==> src/rtl/dp_pack.sv <==
// Sample packer: groups PKT_LEN 24-bit samples into a framed, checksummed byte packet
// stamped with the first sample's time, using a ping-pong buffer and a valid/ready byte stream.
module dp_pack #(
  parameter int unsigned PKT_LEN = 16,
  parameter logic [7:0]  SYNC0   = 8'hA5,
  parameter logic [7:0]  SYNC1   = 8'h5A
) (
  input  logic        clk_sys,
  input  logic        rst_n,
  input  logic        pk_en,
  input  logic [23:0] dp_data,
  input  logic        dp_vld,
  input  logic [31:0] dp_utc,
  input  logic [31:0] dp_ns,
  output logic [7:0]  pk_data,
  output logic        pk_vld,
  input  logic        pk_rdy,
  output logic        pk_sop,
  output logic        pk_eop,
  output logic [15:0] ovf_cnt
);

  localparam int unsigned IW = (PKT_LEN > 1) ? $clog2(PKT_LEN) : 1;
  localparam int unsigned AW = $clog2(2 * PKT_LEN);
  localparam logic [IW-1:0] LAST_IDX = IW'(PKT_LEN - 1);

  typedef enum logic [2:0] {
    S_IDLE, S_SYNC0, S_SYNC1, S_SEQ, S_UTC, S_NS, S_DATA, S_SUM
  } state_t;

  // sample storage and per-bank timestamps
  logic [23:0]   r_mem [2*PKT_LEN];
  logic [23:0]   r_rd_q;
  logic [31:0]   r_utc [2];
  logic [31:0]   r_ns  [2];
  logic [1:0]    r_full;

  // capture side
  logic          r_cap_bank;
  logic [IW-1:0] r_fill_idx;
  logic [15:0]   r_ovf;

  // sender side
  state_t        r_state;
  logic          r_snd_bank;
  logic [2:0]    r_cnt;
  logic [1:0]    r_byte;
  logic [IW-1:0] r_smp;
  logic [IW-1:0] r_rd_idx;
  logic [23:0]   r_samp;
  logic [7:0]    r_sum;
  logic [7:0]    r_seq;
  logic [7:0]    r_pk_data;
  logic          r_pk_vld;
  logic          r_pk_sop;
  logic          r_pk_eop;

  logic          w_accept;
  logic          w_release;
  logic          w_cap;
  logic          w_cap_blocked;
  logic          w_wr_en;
  logic          w_fill_done;
  logic [AW-1:0] w_wr_addr;
  logic [AW-1:0] w_rd_addr;
  logic [IW-1:0] w_rd_idx_nxt;
  logic [31:0]   w_utc_s;
  logic [31:0]   w_ns_s;
  logic          w_last_smp;
  logic [7:0]    w_nxt_byte;

  function automatic logic [7:0] be_byte(input logic [31:0] w, input logic [1:0] i);
    logic [7:0] b;
    case (i)
      2'd0:    b = w[31:24];
      2'd1:    b = w[23:16];
      2'd2:    b = w[15:8];
      default: b = w[7:0];
    endcase
    return b;
  endfunction

  assign pk_data = r_pk_data;
  assign pk_vld  = r_pk_vld;
  assign pk_sop  = r_pk_sop;
  assign pk_eop  = r_pk_eop;
  assign ovf_cnt = r_ovf;

  assign w_accept  = r_pk_vld && pk_rdy;
  assign w_release = w_accept && (r_state == S_SUM);
  assign w_cap     = dp_vld && pk_en;
  // a bank freed this very cycle already accepts the incoming sample
  assign w_cap_blocked = r_full[r_cap_bank] && !(w_release && (r_snd_bank == r_cap_bank));
  assign w_wr_en     = w_cap && !w_cap_blocked;
  assign w_fill_done = w_wr_en && (r_fill_idx == LAST_IDX);

  assign w_wr_addr = r_cap_bank ? AW'(PKT_LEN + 32'(r_fill_idx)) : AW'(r_fill_idx);
  assign w_rd_addr = r_snd_bank ? AW'(PKT_LEN + 32'(r_rd_idx))   : AW'(r_rd_idx);
  assign w_rd_idx_nxt = (r_rd_idx == LAST_IDX) ? r_rd_idx : r_rd_idx + 1'b1;

  assign w_utc_s    = r_utc[r_snd_bank];
  assign w_ns_s     = r_ns[r_snd_bank];
  assign w_last_smp = (r_smp == LAST_IDX);

  // sample buffer: independent write port and registered read port
  always_ff @(posedge clk_sys) begin
    if (w_wr_en) begin
      r_mem[w_wr_addr] <= dp_data;
    end
    r_rd_q <= r_mem[w_rd_addr];
  end

  // capture: fill index, bank toggle, timestamp latch, overflow count
  always_ff @(posedge clk_sys or negedge rst_n) begin
    if (!rst_n) begin
      r_cap_bank <= 1'b0;
      r_fill_idx <= '0;
      r_utc[0]   <= '0;
      r_utc[1]   <= '0;
      r_ns[0]    <= '0;
      r_ns[1]    <= '0;
      r_ovf      <= '0;
    end else if (!pk_en) begin
      r_fill_idx <= '0;
    end else if (w_wr_en) begin
      if (r_fill_idx == '0) begin
        r_utc[r_cap_bank] <= dp_utc;
        r_ns[r_cap_bank]  <= dp_ns;
      end
      if (r_fill_idx == LAST_IDX) begin
        r_fill_idx <= '0;
        r_cap_bank <= ~r_cap_bank;
      end else begin
        r_fill_idx <= r_fill_idx + 1'b1;
      end
    end else if (w_cap && (r_ovf != 16'hFFFF)) begin
      r_ovf <= r_ovf + 16'd1;
    end
  end

  // bank ownership: capture marks full, sender marks empty
  always_ff @(posedge clk_sys or negedge rst_n) begin
    if (!rst_n) begin
      r_full <= '0;
    end else begin
      if (w_release) begin
        r_full[r_snd_bank] <= 1'b0;
      end
      if (w_fill_done) begin
        r_full[r_cap_bank] <= 1'b1;
      end
    end
  end

  // byte to present after the current one is accepted
  always_comb begin
    w_nxt_byte = '0;
    case (r_state)
      S_SYNC0: w_nxt_byte = SYNC1;
      S_SYNC1: w_nxt_byte = r_seq;
      S_SEQ:   w_nxt_byte = be_byte(w_utc_s, 2'd0);
      S_UTC:   w_nxt_byte = (r_cnt == 3'd4) ? be_byte(w_ns_s, 2'd0)
                                            : be_byte(w_utc_s, r_cnt[1:0]);
      S_NS:    w_nxt_byte = (r_cnt == 3'd4) ? r_rd_q[23:16]
                                            : be_byte(w_ns_s, r_cnt[1:0]);
      S_DATA: begin
        case (r_byte)
          2'd1:    w_nxt_byte = r_samp[15:8];
          2'd2:    w_nxt_byte = r_samp[7:0];
          default: w_nxt_byte = w_last_smp ? r_sum : r_rd_q[23:16];
        endcase
      end
      default: w_nxt_byte = '0;
    endcase
  end

  // sender FSM; the next sample is latched from the read port as its MSB byte goes out
  always_ff @(posedge clk_sys or negedge rst_n) begin
    if (!rst_n) begin
      r_state    <= S_IDLE;
      r_snd_bank <= 1'b0;
      r_cnt      <= '0;
      r_byte     <= '0;
      r_smp      <= '0;
      r_rd_idx   <= '0;
      r_samp     <= '0;
      r_sum      <= '0;
      r_seq      <= '0;
      r_pk_data  <= '0;
      r_pk_vld   <= 1'b0;
      r_pk_sop   <= 1'b0;
      r_pk_eop   <= 1'b0;
    end else if (r_state == S_IDLE) begin
      if (r_full[r_snd_bank]) begin
        r_pk_data <= SYNC0;
        r_pk_vld  <= 1'b1;
        r_pk_sop  <= 1'b1;
        r_rd_idx  <= '0;
        r_state   <= S_SYNC0;
      end
    end else if (w_accept) begin
      r_pk_data <= w_nxt_byte;
      r_sum     <= (r_state == S_SYNC1) ? r_seq : r_sum + w_nxt_byte;
      case (r_state)
        S_SYNC0: begin
          r_pk_sop <= 1'b0;
          r_state  <= S_SYNC1;
        end
        S_SYNC1: r_state <= S_SEQ;
        S_SEQ: begin
          r_cnt   <= 3'd1;
          r_state <= S_UTC;
        end
        S_UTC: begin
          if (r_cnt == 3'd4) begin
            r_cnt   <= 3'd1;
            r_state <= S_NS;
          end else begin
            r_cnt <= r_cnt + 3'd1;
          end
        end
        S_NS: begin
          if (r_cnt == 3'd4) begin
            r_samp   <= r_rd_q;
            r_rd_idx <= w_rd_idx_nxt;
            r_smp    <= '0;
            r_byte   <= 2'd1;
            r_state  <= S_DATA;
          end else begin
            r_cnt <= r_cnt + 3'd1;
          end
        end
        S_DATA: begin
          case (r_byte)
            2'd1:    r_byte <= 2'd2;
            2'd2:    r_byte <= 2'd3;
            default: begin
              if (w_last_smp) begin
                r_pk_eop <= 1'b1;
                r_state  <= S_SUM;
              end else begin
                r_samp   <= r_rd_q;
                r_rd_idx <= w_rd_idx_nxt;
                r_smp    <= r_smp + 1'b1;
                r_byte   <= 2'd1;
              end
            end
          endcase
        end
        S_SUM: begin
          r_pk_vld   <= 1'b0;
          r_pk_eop   <= 1'b0;
          r_seq      <= r_seq + 8'd1;
          r_snd_bank <= ~r_snd_bank;
          r_rd_idx   <= '0;
          r_state    <= S_IDLE;
        end
        default: r_state <= S_IDLE;
      endcase
    end
  end

endmodule

==> config.mk <==
export PLATFORM = sky130hd
export DESIGN_NAME = dp_pack
export DESIGN_NICKNAME = d
export VERILOG_FILES = /design/src/rtl/dp_pack.sv
export SDC_FILE = /design/constraint.sdc
export NUM_CORES = 1
export LEC_CHECK = 0
export ABC_CLOCK_PERIOD_IN_PS = 3600
export BUFFER_PORTS_ARGS = -buffer_cell sky130_fd_sc_hd__buf_2
export CORE_ASPECT_RATIO = 2
export CORE_MARGIN = 4
export CORE_UTILIZATION = 50
export CTS_CLUSTER_SIZE = 40
export DETAILED_ROUTE_END_ITERATION = 8
export HOLD_SLACK_MARGIN = 0.06
export PLACE_DENSITY = 0.68
export SKIP_LAST_GASP = 1
export SYNTH_ARGS = -nofsm -noshare
export SYNTH_HDL_FRONTEND = slang
export SYNTH_SLANG_ARGS = --single-unit
==> constraint.sdc <==
create_clock -name clk_sys -period 3.6 [get_ports clk_sys]
set_input_delay 0.72 -clock clk_sys [delete_from_list [all_inputs] [get_ports clk_sys]]
set_output_delay 0.72 -clock clk_sys [all_outputs]
set_load 0.1 [all_outputs]
==> impl_results.md <==
- Max Cap Viol: 0
- Number of global-route vias before repair: 24500
- Initial antenna violation count: 4
- Number of flops mapped to enable cells by yosys: 768
- Net switching power: 5.34 mW
- Crit-path max cell delay: 440 ps
- Die X: 209 um
- Fillers: 5909
- Power Internal: 18.8 mW
- Peak supply drop: 0.000368 V
- Worst hold-check path type: in -> reg
- Htree depth: 3
- Worst EP required: 4200 ps
- Clock-pin transition on the worst setup and hold timing paths: 70 ps
- CP arrival: 4300 ps
- Via/cell ratio: 6.07
- Setup violators final: 2
- Clock skew: 24.6 ps
- DRT Pass-1 Iters: 5
- CP max-delay cell: dfrtp_1
- Cell mode on critical path: buf_4
- Core area: 80200 um^2
- DRC viols: 0
- Sequential Power Share: 0.553
- Nets: 2758
- Leak: 16.4 nW
- Die area: 85800 um^2
- Setup CP Type: reg -> reg
- CP Launch Type: register
- RSZ-0062 raised after global routing: yes
- Num ports: 120
- Initial Util: 0.504
- Worst-path cell chain: buf_4 -> buf_4 -> ha_1 -> buf_12 -> inv_1 -> buf_4 -> nor2_1 -> a211oi_1 -> a211oi_1 -> buf_4 -> o21ai_1 -> ha_1 -> o21ai_0 -> nor2_2 -> o41ai_4 -> xnor2_1 -> or4_1 -> nand3_1
- Placed wire-length estimate: 69700 um
- Largest net degree at the start of global routing: 72
- Total wire length: 105000 um
- Layout area overhead: 16.6%
- Clk pwr share: 0.391
- Async S/R FF share, synth: 0.210
- Logic pwr share: 0.056
- Slew Limit Fails: 0
- Synthesized instance count: 2359
- Root buf cell: clkbuf_16
- Pwr Density: 513 nW/um^2
- Final instance area: 47200 um^2
- Warnings from Yosys: 0
- First-pass GRT wire length: 155000 um
- Total number of vias: 22800
- Status: finished with violations
- Gpl congestion: 0.934
- Tot Pwr: 24.2 mW
- Main flop type after synthesis: edfxtp_1
- Period minus WS final: 3700 ps
- Die H: 410 um
- DP Area: 44100 um^2
- CP Max Fanout: 10
- WL/cell: 27.9 um
- Final Hold Fails: 0
- Num rows: 147
- Worst setup EP type: register
- Layout cells sized above 1: 0.279
- Initial drt markers: 1983
- Fraction of power spent switching nets: 0.221
- Skew-Pair Late Insertion Delay: 670 ps
- Max-slew headroom: 0.406
- CTS Buf Count: 83
- Finished Core Util: 0.588
- Count of cell types in the netlist: 66
- Clock Tree Buf Depth: 3
- Post-Syn Area per Cell: 17.1 um^2
- Syn nets: 2475
- IO buf count: 119
- Mapped cell area: 40500 um^2
- Setup TNS: -135 ps
- Synthesis-stage register bit count: 1003
- Sequential fraction of the synthesis area: 0.713
- Sink Count: 1003
- Overall routing resource usage: 0.243
- CTS tree: built
- Grt total ovfl: 0
- Violated checks: negative setup slack
- Setup ws final: -95.8 ps
- Achievable clock frequency: 271 MHz
- Tcrit/Tclk final: 1.03
- Antenna Violating Nets Remaining: 0
- Slew @ Worst Pin: 891 ps
[through the flow]
step	setup WS [ps]	cells	hold slack [ps]
2_1_floorplan	1.02	2359	424
3_3_place_gp	-168	3589	446
3_5_place_dp	-234	3589	449
4_1_cts	-62.5	3748	240
5_1_grt	-259	3758	265
6_report	-95.8	3759	283
[routing by layer]
metal  GRT usage  vias up  share of wire
met1       0.257    11800           0.33
met5           0        -              0
met2       0.465      829           0.57
met3      0.0312      262          0.045
li1            -     9940              -
met4       0.125        0          0.056
[state kept, by name, indices dropped and copies added, names as in the netlist, 2 cells and up]
name,flops
r_rd_idx,4
r_cnt,3
r_fill_idx,4
r_ns,64
r_byte,2
r_smp,4
r_full,2
ovf_cnt,16
r_rd_q,24
r_state,3
pk_data,8
r_sum,8
r_mem,768
r_utc,64
r_samp,16
r_seq,8
[cell usage in the layout, fill, tap and decap left out, types with 24 or more instances in the layout]
cell         n
mux2_1      98
buf_2      118
dfxtp_1     24
dfrtp_1    206
a21oi_1     85
mux2_2      85
edfxtp_1   768
o21ai_0     91
inv_1       25
nor2_2      24
clkbuf_16   85
mux4_2     125
nand3_1     24
buf_12      48
nand2_1    130
o221ai_1    73
nor2_1      33
o22ai_1     25
xnor2_1     25
mux2i_1    142
buf_4      165
[repair_timing]
action / CTS / global route
gates resized for setup: 17 / 21
setup buffers: 3 / 7
hold buffers: 1 / 0
endpoints found under the hold margin: 67 / 0
pin swaps: 12 / 14
setup endpoints to repair: 3 / 48
[cell families after synthesis]
logic type | share of synthesized area
flops | 0.713
mux | 0.156
compound gates | 0.0635
simple gates | 0.0342
buf+inv | 0.0192
xor+xnor | 0.00736
fa+ha+maj | 0.00755
[layout make-up]
cell class	instances	area (um^2)	share of cell area
Antenna cell	4	10.0	0.000212
Clock buffer	105	2230	0.0472
Tap cell	1043	1310	0.0277
Inverter	27	101	0.00215
Timing Repair Buffer	340	2890	0.0614
Multi-Input combinational cell	1187	11200	0.237
Sequential cell	1003	28800	0.612
Clock inverter	50	607	0.0129
[synthesized netlist by cell type (25+ instances only)]
| cell type | instances | share of area |
|---|---|---|
| dfrtp_1 | 211 | 0.13 |
| mux2_2 | 85 | 0.024 |
| nor2_1 | 59 | 0.0055 |
| xnor2_1 | 26 | 0.0056 |
| mux2_1 | 98 | 0.027 |
| buf_2 | 31 | 0.0038 |
| edfxtp_1 | 768 | 0.57 |
| o221ai_1 | 73 | 0.016 |
| a21oi_1 | 87 | 0.011 |
| inv_1 | 27 | 0.0025 |
| mux4_2 | 125 | 0.070 |
| mux2i_1 | 142 | 0.035 |
| o22ai_1 | 25 | 0.0039 |
| nand2_1 | 133 | 0.012 |
| o21ai_0 | 96 | 0.012 |
| clkbuf_1 | 80 | 0.0074 |
[final timing paths]
check	startpoint	endpoint	slack (ps)	cells past startpoint
max in group asynchronous	rst_n	r_utc[0]$_DFFE_PN0P_	2180	3
min reg2reg	r_rd_q[0]$_DFF_P_	r_samp[0]$_DFFE_PN0P_	460	1
max reg2reg	r_cnt[0]$_DFFE_PN0P_	r_sum[7]$_DFFE_PN0P_	-100	18
min	dp_utc[23]	r_utc[23]$_DFFE_PN0P_	280	2
min in group asynchronous	rst_n	r_ns[20]$_DFFE_PN0P_	590	2
max	r_cnt[0]$_DFFE_PN0P_	r_sum[7]$_DFFE_PN0P_	-100	18
[power by group through the flow]
stage	Clock, mW	Sequential (mW)	Combinational (mW)
after CTS	9.63	13.4	1.35
after detailed placement	0	13.6	1.34
after floorplan	0	13.5	0.610
after global routing	10.1	13.4	1.44
after global placement	0	13.6	1.27
final	9.46	13.4	1.34
[worst max-delay path: cells and delay by family (launching register included)]
family,cells,cell delay (ps)
XOR/XNOR,1,120
AO/OA/AOI/OAI,5,1040
AND/OR/NAND/NOR,4,650
adder cells (fa/ha/maj),2,510
buffers and inverters,6,880
flip-flops,1,440
Power figures use the tool's default switching activity.
